==> config.mk <==
export PLATFORM = sky130hd
export DESIGN_NAME = hi_lo_muldiv
export DESIGN_NICKNAME = d
export VERILOG_FILES = /design/src/rtl/hi_lo_muldiv.sv
export SDC_FILE = /design/constraint.sdc
export NUM_CORES = 1
export LEC_CHECK = 0
export ABC_AREA = 1
export ABC_CLOCK_PERIOD_IN_PS = 4500
export BUFFER_PORTS_ARGS = -buffer_cell sky130_fd_sc_hd__buf_2
export CAP_MARGIN = 10
export CORE_MARGIN = 2
export CORE_UTILIZATION = 57
export DETAILED_ROUTE_END_ITERATION = 12
export PLACE_DENSITY = 0.76
export SLEW_MARGIN = 20
export SYNTH_ARGS = -nofsm -noshare
export SYNTH_HDL_FRONTEND = slang
export SYNTH_SLANG_ARGS = --single-unit
==> constraint.sdc <==
create_clock -name clk -period 4.5 [get_ports clk]
set_input_delay 0.9 -clock clk [delete_from_list [all_inputs] [get_ports clk]]
set_output_delay 0.9 -clock clk [all_outputs]
set_load 0.02 [all_outputs]
==> src/rtl/hi_lo_muldiv.sv <==
// Multi-cycle signed multiply/divide unit owning the HI/LO registers.
// Radix-2 Booth multiply and restoring divide, 32 iterations each.
module hi_lo_muldiv (
  input  logic        clk,
  input  logic        reset,
  input  logic        start_mult,
  input  logic        start_div,
  input  logic [31:0] A,
  input  logic [31:0] B,
  output logic        busy,
  output logic        done,
  output logic        div_zero,
  output logic [31:0] HI_out,
  output logic [31:0] LO_out
);

  typedef enum logic [1:0] {IDLE, MULT, DIV, DONE} state_t;

  state_t      state_q, state_d;
  logic [5:0]  count_q, count_d;
  logic [31:0] accHi_q, accHi_d;
  logic [31:0] accLo_q, accLo_d;
  logic        accQm1_q, accQm1_d;
  logic [31:0] operand_q, operand_d;
  logic        negQuot_q, negQuot_d;
  logic        negRem_q, negRem_d;
  logic        divZero_q, divZero_d;
  logic [31:0] hi_q, hi_d;
  logic [31:0] lo_q, lo_d;

  logic        lastIter;
  logic [31:0] absA, absB;
  logic [32:0] boothHi, boothOp, boothSum;
  logic [31:0] multHi, multLo;
  logic        multQm1;
  logic [32:0] divShifted, divTrial;
  logic        divFits;
  logic [31:0] divRem, divQuot;
  logic [31:0] remSigned, quotSigned;

  assign lastIter = (count_q == 6'd31);
  assign absA     = A[31] ? -A : A;
  assign absB     = B[31] ? -B : B;

  // Booth step: 33-bit sign-extended add/sub keeps 0x80000000 operands exact.
  always_comb begin
    boothHi = {accHi_q[31], accHi_q};
    boothOp = {operand_q[31], operand_q};
    case ({accLo_q[0], accQm1_q})
      2'b01:   boothSum = boothHi + boothOp;
      2'b10:   boothSum = boothHi - boothOp;
      default: boothSum = boothHi;
    endcase
    multHi  = boothSum[32:1];
    multLo  = {boothSum[0], accLo_q[31:1]};
    multQm1 = accLo_q[0];
  end

  // Restoring step: accHi holds the partial remainder, accLo shifts the
  // dividend out and the quotient bits in.
  always_comb begin
    divShifted = {accHi_q, accLo_q[31]};
    divTrial   = divShifted - {1'b0, operand_q};
    divFits    = ~divTrial[32];
    divRem     = divFits ? divTrial[31:0] : divShifted[31:0];
    divQuot    = {accLo_q[30:0], divFits};
    quotSigned = negQuot_q ? -divQuot : divQuot;
    remSigned  = negRem_q ? -divRem : divRem;
  end

  always_ff @(posedge clk or negedge reset) begin
    if (!reset) begin
      state_q <= IDLE;
    end else begin
      state_q <= state_d;
    end
  end

  always_comb begin
    state_d = state_q;
    case (state_q)
      IDLE: begin
        if (start_mult) begin
          state_d = MULT;
        end else if (start_div) begin
          state_d = (B == 32'd0) ? DONE : DIV;
        end
      end
      MULT:    if (lastIter) state_d = DONE;
      DIV:     if (lastIter) state_d = DONE;
      DONE:    state_d = IDLE;
      default: state_d = IDLE;
    endcase
  end

  always_comb begin
    busy     = (state_q == MULT) || (state_q == DIV);
    done     = (state_q == DONE);
    div_zero = (state_q == DONE) && divZero_q;
    HI_out   = hi_q;
    LO_out   = lo_q;
  end

  // Operands are captured only in IDLE; HI/LO load only on the final iteration.
  always_comb begin
    count_d   = count_q;
    accHi_d   = accHi_q;
    accLo_d   = accLo_q;
    accQm1_d  = accQm1_q;
    operand_d = operand_q;
    negQuot_d = negQuot_q;
    negRem_d  = negRem_q;
    divZero_d = divZero_q;
    hi_d      = hi_q;
    lo_d      = lo_q;
    case (state_q)
      IDLE: begin
        if (start_mult) begin
          count_d   = 6'd0;
          accHi_d   = 32'd0;
          accLo_d   = B;
          accQm1_d  = 1'b0;
          operand_d = A;
          divZero_d = 1'b0;
        end else if (start_div) begin
          count_d   = 6'd0;
          divZero_d = (B == 32'd0);
          if (B != 32'd0) begin
            accHi_d   = 32'd0;
            accLo_d   = absA;
            accQm1_d  = 1'b0;
            operand_d = absB;
            negQuot_d = A[31] ^ B[31];
            negRem_d  = A[31];
          end
        end
      end
      MULT: begin
        count_d  = count_q + 6'd1;
        accHi_d  = multHi;
        accLo_d  = multLo;
        accQm1_d = multQm1;
        if (lastIter) begin
          hi_d = multHi;
          lo_d = multLo;
        end
      end
      DIV: begin
        count_d = count_q + 6'd1;
        accHi_d = divRem;
        accLo_d = divQuot;
        if (lastIter) begin
          hi_d = remSigned;
          lo_d = quotSigned;
        end
      end
      default: ;
    endcase
  end

  always_ff @(posedge clk or negedge reset) begin
    if (!reset) begin
      count_q   <= 6'd0;
      accHi_q   <= 32'd0;
      accLo_q   <= 32'd0;
      accQm1_q  <= 1'b0;
      operand_q <= 32'd0;
      negQuot_q <= 1'b0;
      negRem_q  <= 1'b0;
      divZero_q <= 1'b0;
      hi_q      <= 32'd0;
      lo_q      <= 32'd0;
    end else begin
      count_q   <= count_d;
      accHi_q   <= accHi_d;
      accLo_q   <= accLo_d;
      accQm1_q  <= accQm1_d;
      operand_q <= operand_d;
      negQuot_q <= negQuot_d;
      negRem_q  <= negRem_d;
      divZero_q <= divZero_d;
      hi_q      <= hi_d;
      lo_q      <= lo_d;
    end
  end

endmodule
==> flow_summary.json <==
{
  "globalRouteOverflowTotal": 0,
  "num_io_pins": 135,
  "die_x_um": 182.7,
  "drv_cap": 0,
  "clk_latency_ps": 460,
  "fin_crit_ps": 4247,
  "status": "finished clean",
  "synth_top_family_by_area": "simple AND/OR/NAND/NOR gates",
  "hold_viol": 0,
  "async_flop_share": 1.000,
  "synth_mux_area_frac": 0.001169,
  "synth_xor_area_frac": 0.04860,
  "synth_simple_gate_area_share": 0.3608,
  "hp-class": "in -> async",
  "die_y_um": 182.7,
  "drc": 0,
  "die-area_um2": 33380,
  "arrival_ps": 4640,
  "synth_seq_cells": 172,
  "grt_usage": 0.4157,
  "mostFrequentLayoutCells": "nand2_1 (910), inv_1 (387), o21ai_0 (246)",
  "dp_hpwl_mm": 54.19,
  "final_cell_count_no_fill": 3483,
  "synth_seq_area_share": 0.2365,
  "synth-adder-area-share": 0.05444,
  "critPathBufInv": 3,
  "synth-edff-count": 0,
  "critPathMostFrequentCell": "nor2_1",
  "finalWirelength_mm": 69.56,
  "cpMaxStageDelayCell": "dfrtp_1",
  "slew_headroom": 0.2700,
  "root_buffer": "clkbuf_16",
  "fin_crit_sh": 0.9439,
  "report.final.slew_viol_count": 0,
  "drt_iter0_markers": 2349,
  "io_buffers": 134,
  "hold_ws_ps": 382.4,
  "syn_inst": 2972,
  "initial_core_util": 0.5783,
  "final_common_cell": "nand2_1",
  "synth_top_area_frac": 0.2365,
  "worstMarginPinSlew_ps": 1095,
  "core_um2": 31470,
  "ys_warn_count": 0,
  "crit_path_start_kind": "flop",
  "syn-cell-area_um2": 18200,
  "synth.distinct_cells": 64,
  "nets": 3213,
  "grt_pass1_vias": 19840,
  "nFillCells": 3003,
  "ys_top_cells_by_area": "dfrtp_1 (24%), nand2_1 (19%), inv_1 (8.1%), o21ai_0 (7.0%), ha_1 (5.2%)",
  "wire_per_inst_um": 19.97,
  "synth_compound_area_frac": 0.1880,
  "grt_setup_unrepaired": "yes",
  "grt_pass1_wl_mm": 107.1,
  "synth_area_per_cell_um2": 6.124,
  "cpPeakStageDelay_ps": 400,
  "fmax_mhz": 235.4,
  "viasPerCell": 6.044,
  "fin_skew_ps": 13.13,
  "syn2layout_area_growth_pct": 10.33,
  "cts_max_level": 4,
  "clock_sinks": 172,
  "num_rows": 65,
  "gp_congestion": 1.043,
  "clk_pin_slew_worst_paths_ps": 80,
  "ant_nets": 0,
  "cp-end-kind": "flop",
  "critPathTopFamily": "simple AND/OR/NAND/NOR gates",
  "path_max_fanout": 6,
  "dr.pass1.iters": 6,
  "post-route-util": 0.6380,
  "cts_made_buffers": 17,
  "antenna_found_initial": 1,
  "grt_max_degree": 94,
  "synth_top_cell_by_area": "dfrtp_1",
  "worstPathRequired_ps": 4900,
  "hold_buffers": 0,
  "place_inst": 3443,
  "finalSetupViolCount": 0,
  "synth_fp_nets": 3118,
  "clock_path_buffers": 2,
  "num_vias": 21050,
  "worstSetupPathType": "reg -> reg",
  "cts_tree": "yes",
  "drive_gt1_frac": 0.1182,
  "ys.flop_type": "dfrtp_1"
}
-- cell usage after synthesis, types with 6 or more instances --
master,count
a21o_1,9
a21oi_1,113
a31oi_1,11
buf_1,7
buf_2,10
clkbuf_1,85
dfrtp_1,172
ha_1,76
inv_1,395
inv_2,10
nand2_1,913
nand2_2,32
nand2_4,14
nand3_1,166
nand3b_1,9
nand4_1,44
nor2_1,245
nor2_2,7
nor3_1,42
nor4_1,11
o2111ai_1,6
o211ai_1,85
o21a_1,7
o21ai_0,256
o21bai_1,8
o221ai_1,22
o22ai_1,20
o311ai_0,6
o31ai_1,6
or2_2,22
xnor2_1,24
xor2_1,77
-- sequential cells by signal, indices dropped and copies added (netlist names) --
name       cells
HI_out        32
LO_out        32
accHi_q       32
accLo_q       32
operand_q     32
count_q        6
state_q        2
accQm1_q       1
divZero_q      1
negQuot_q      1
negRem_q       1
-- cell type report --
class	count	area (um2)	share of cell area
repair buffers	185	1072	0.05340
inverters	407	1529	0.07614
multi-input cells	2284	12070	0.6011
clock buffers	17	425.4	0.02118
clock inverters	15	175.2	0.008723
well taps	402	503.0	0.02505
diodes	1	2.502	0.0001246
flip-flops and latches	172	4304	0.2143
-- worst reg2reg max path, delay by kind of cell (launching register included) --
family                   cells  cell delay (ps)
adder cells (fa/ha/maj)      1              400
AND/OR/NAND/NOR             20             2730
XOR/XNOR                     1              150
buffers and inverters        3              290
AO/OA/AOI/OAI                1              220
flip-flops                   1              400
-- cells by family after synthesis --
kind of cell / count (synthesis)
AO/OA/AOI/OAI: 575
XOR/XNOR: 101
adder cells (fa/ha/maj): 78
buffers and inverters: 516
flip-flops: 172
multiplexers: 2
AND/OR/NAND/NOR: 1528
-- metal layers --
layer | share of wire | track usage
met3 | 0.079 | 0.06466
met4 | 0.095 | 0.3326
met2 | 0.45 | 0.6792
met5 | 0 | 0
met1 | 0.37 | 0.4869
-- path summary, 6_finish.rpt --
| kind | startpoint | endpoint | slack, ps | cells past startpoint |
|---|---|---|---|---|
| worst max-delay path | operand_q[3] | HI_out[27] | 250 | 26 |
| worst min-delay path | reset | operand_q[29] | 380 | 1 |
| worst max register to register | operand_q[3] | HI_out[27] | 250 | 26 |
| worst min register to register | LO_out[1] | LO_out[1] | 470 | 2 |
| max in group asynchronous | reset | LO_out[28] | 3120 | 2 |
| min in group clk | LO_out[1] | LO_out[1] | 470 | 2 |
-- repair_timing --
| item | 4_1_cts | 5_1_grt |
|---|---|---|
| buffers inserted | 0 | 7 |
| setup endpoints to repair | 0 | 26 |
| gates resized for setup | 0 | 53 |
-- metrics by stage --
| step | setup WS, ps | TNS [ps] | area, um2 |
|---|---|---|---|
| floorplan | 551.6 | 0 | 18200 |
| global route | -29.83 | -80.05 | 20080 |
| CTS | 22.84 | 0 | 19860 |
| finish | 252.7 | 0 | 20080 |
| detailed placement | 64.81 | 0 | 19260 |
| global placement | 128.5 | 0 | 19260 |
Power is not shown: default switching activity piles up to over one toggle a cycle in this logic, so the estimate is an artifact.
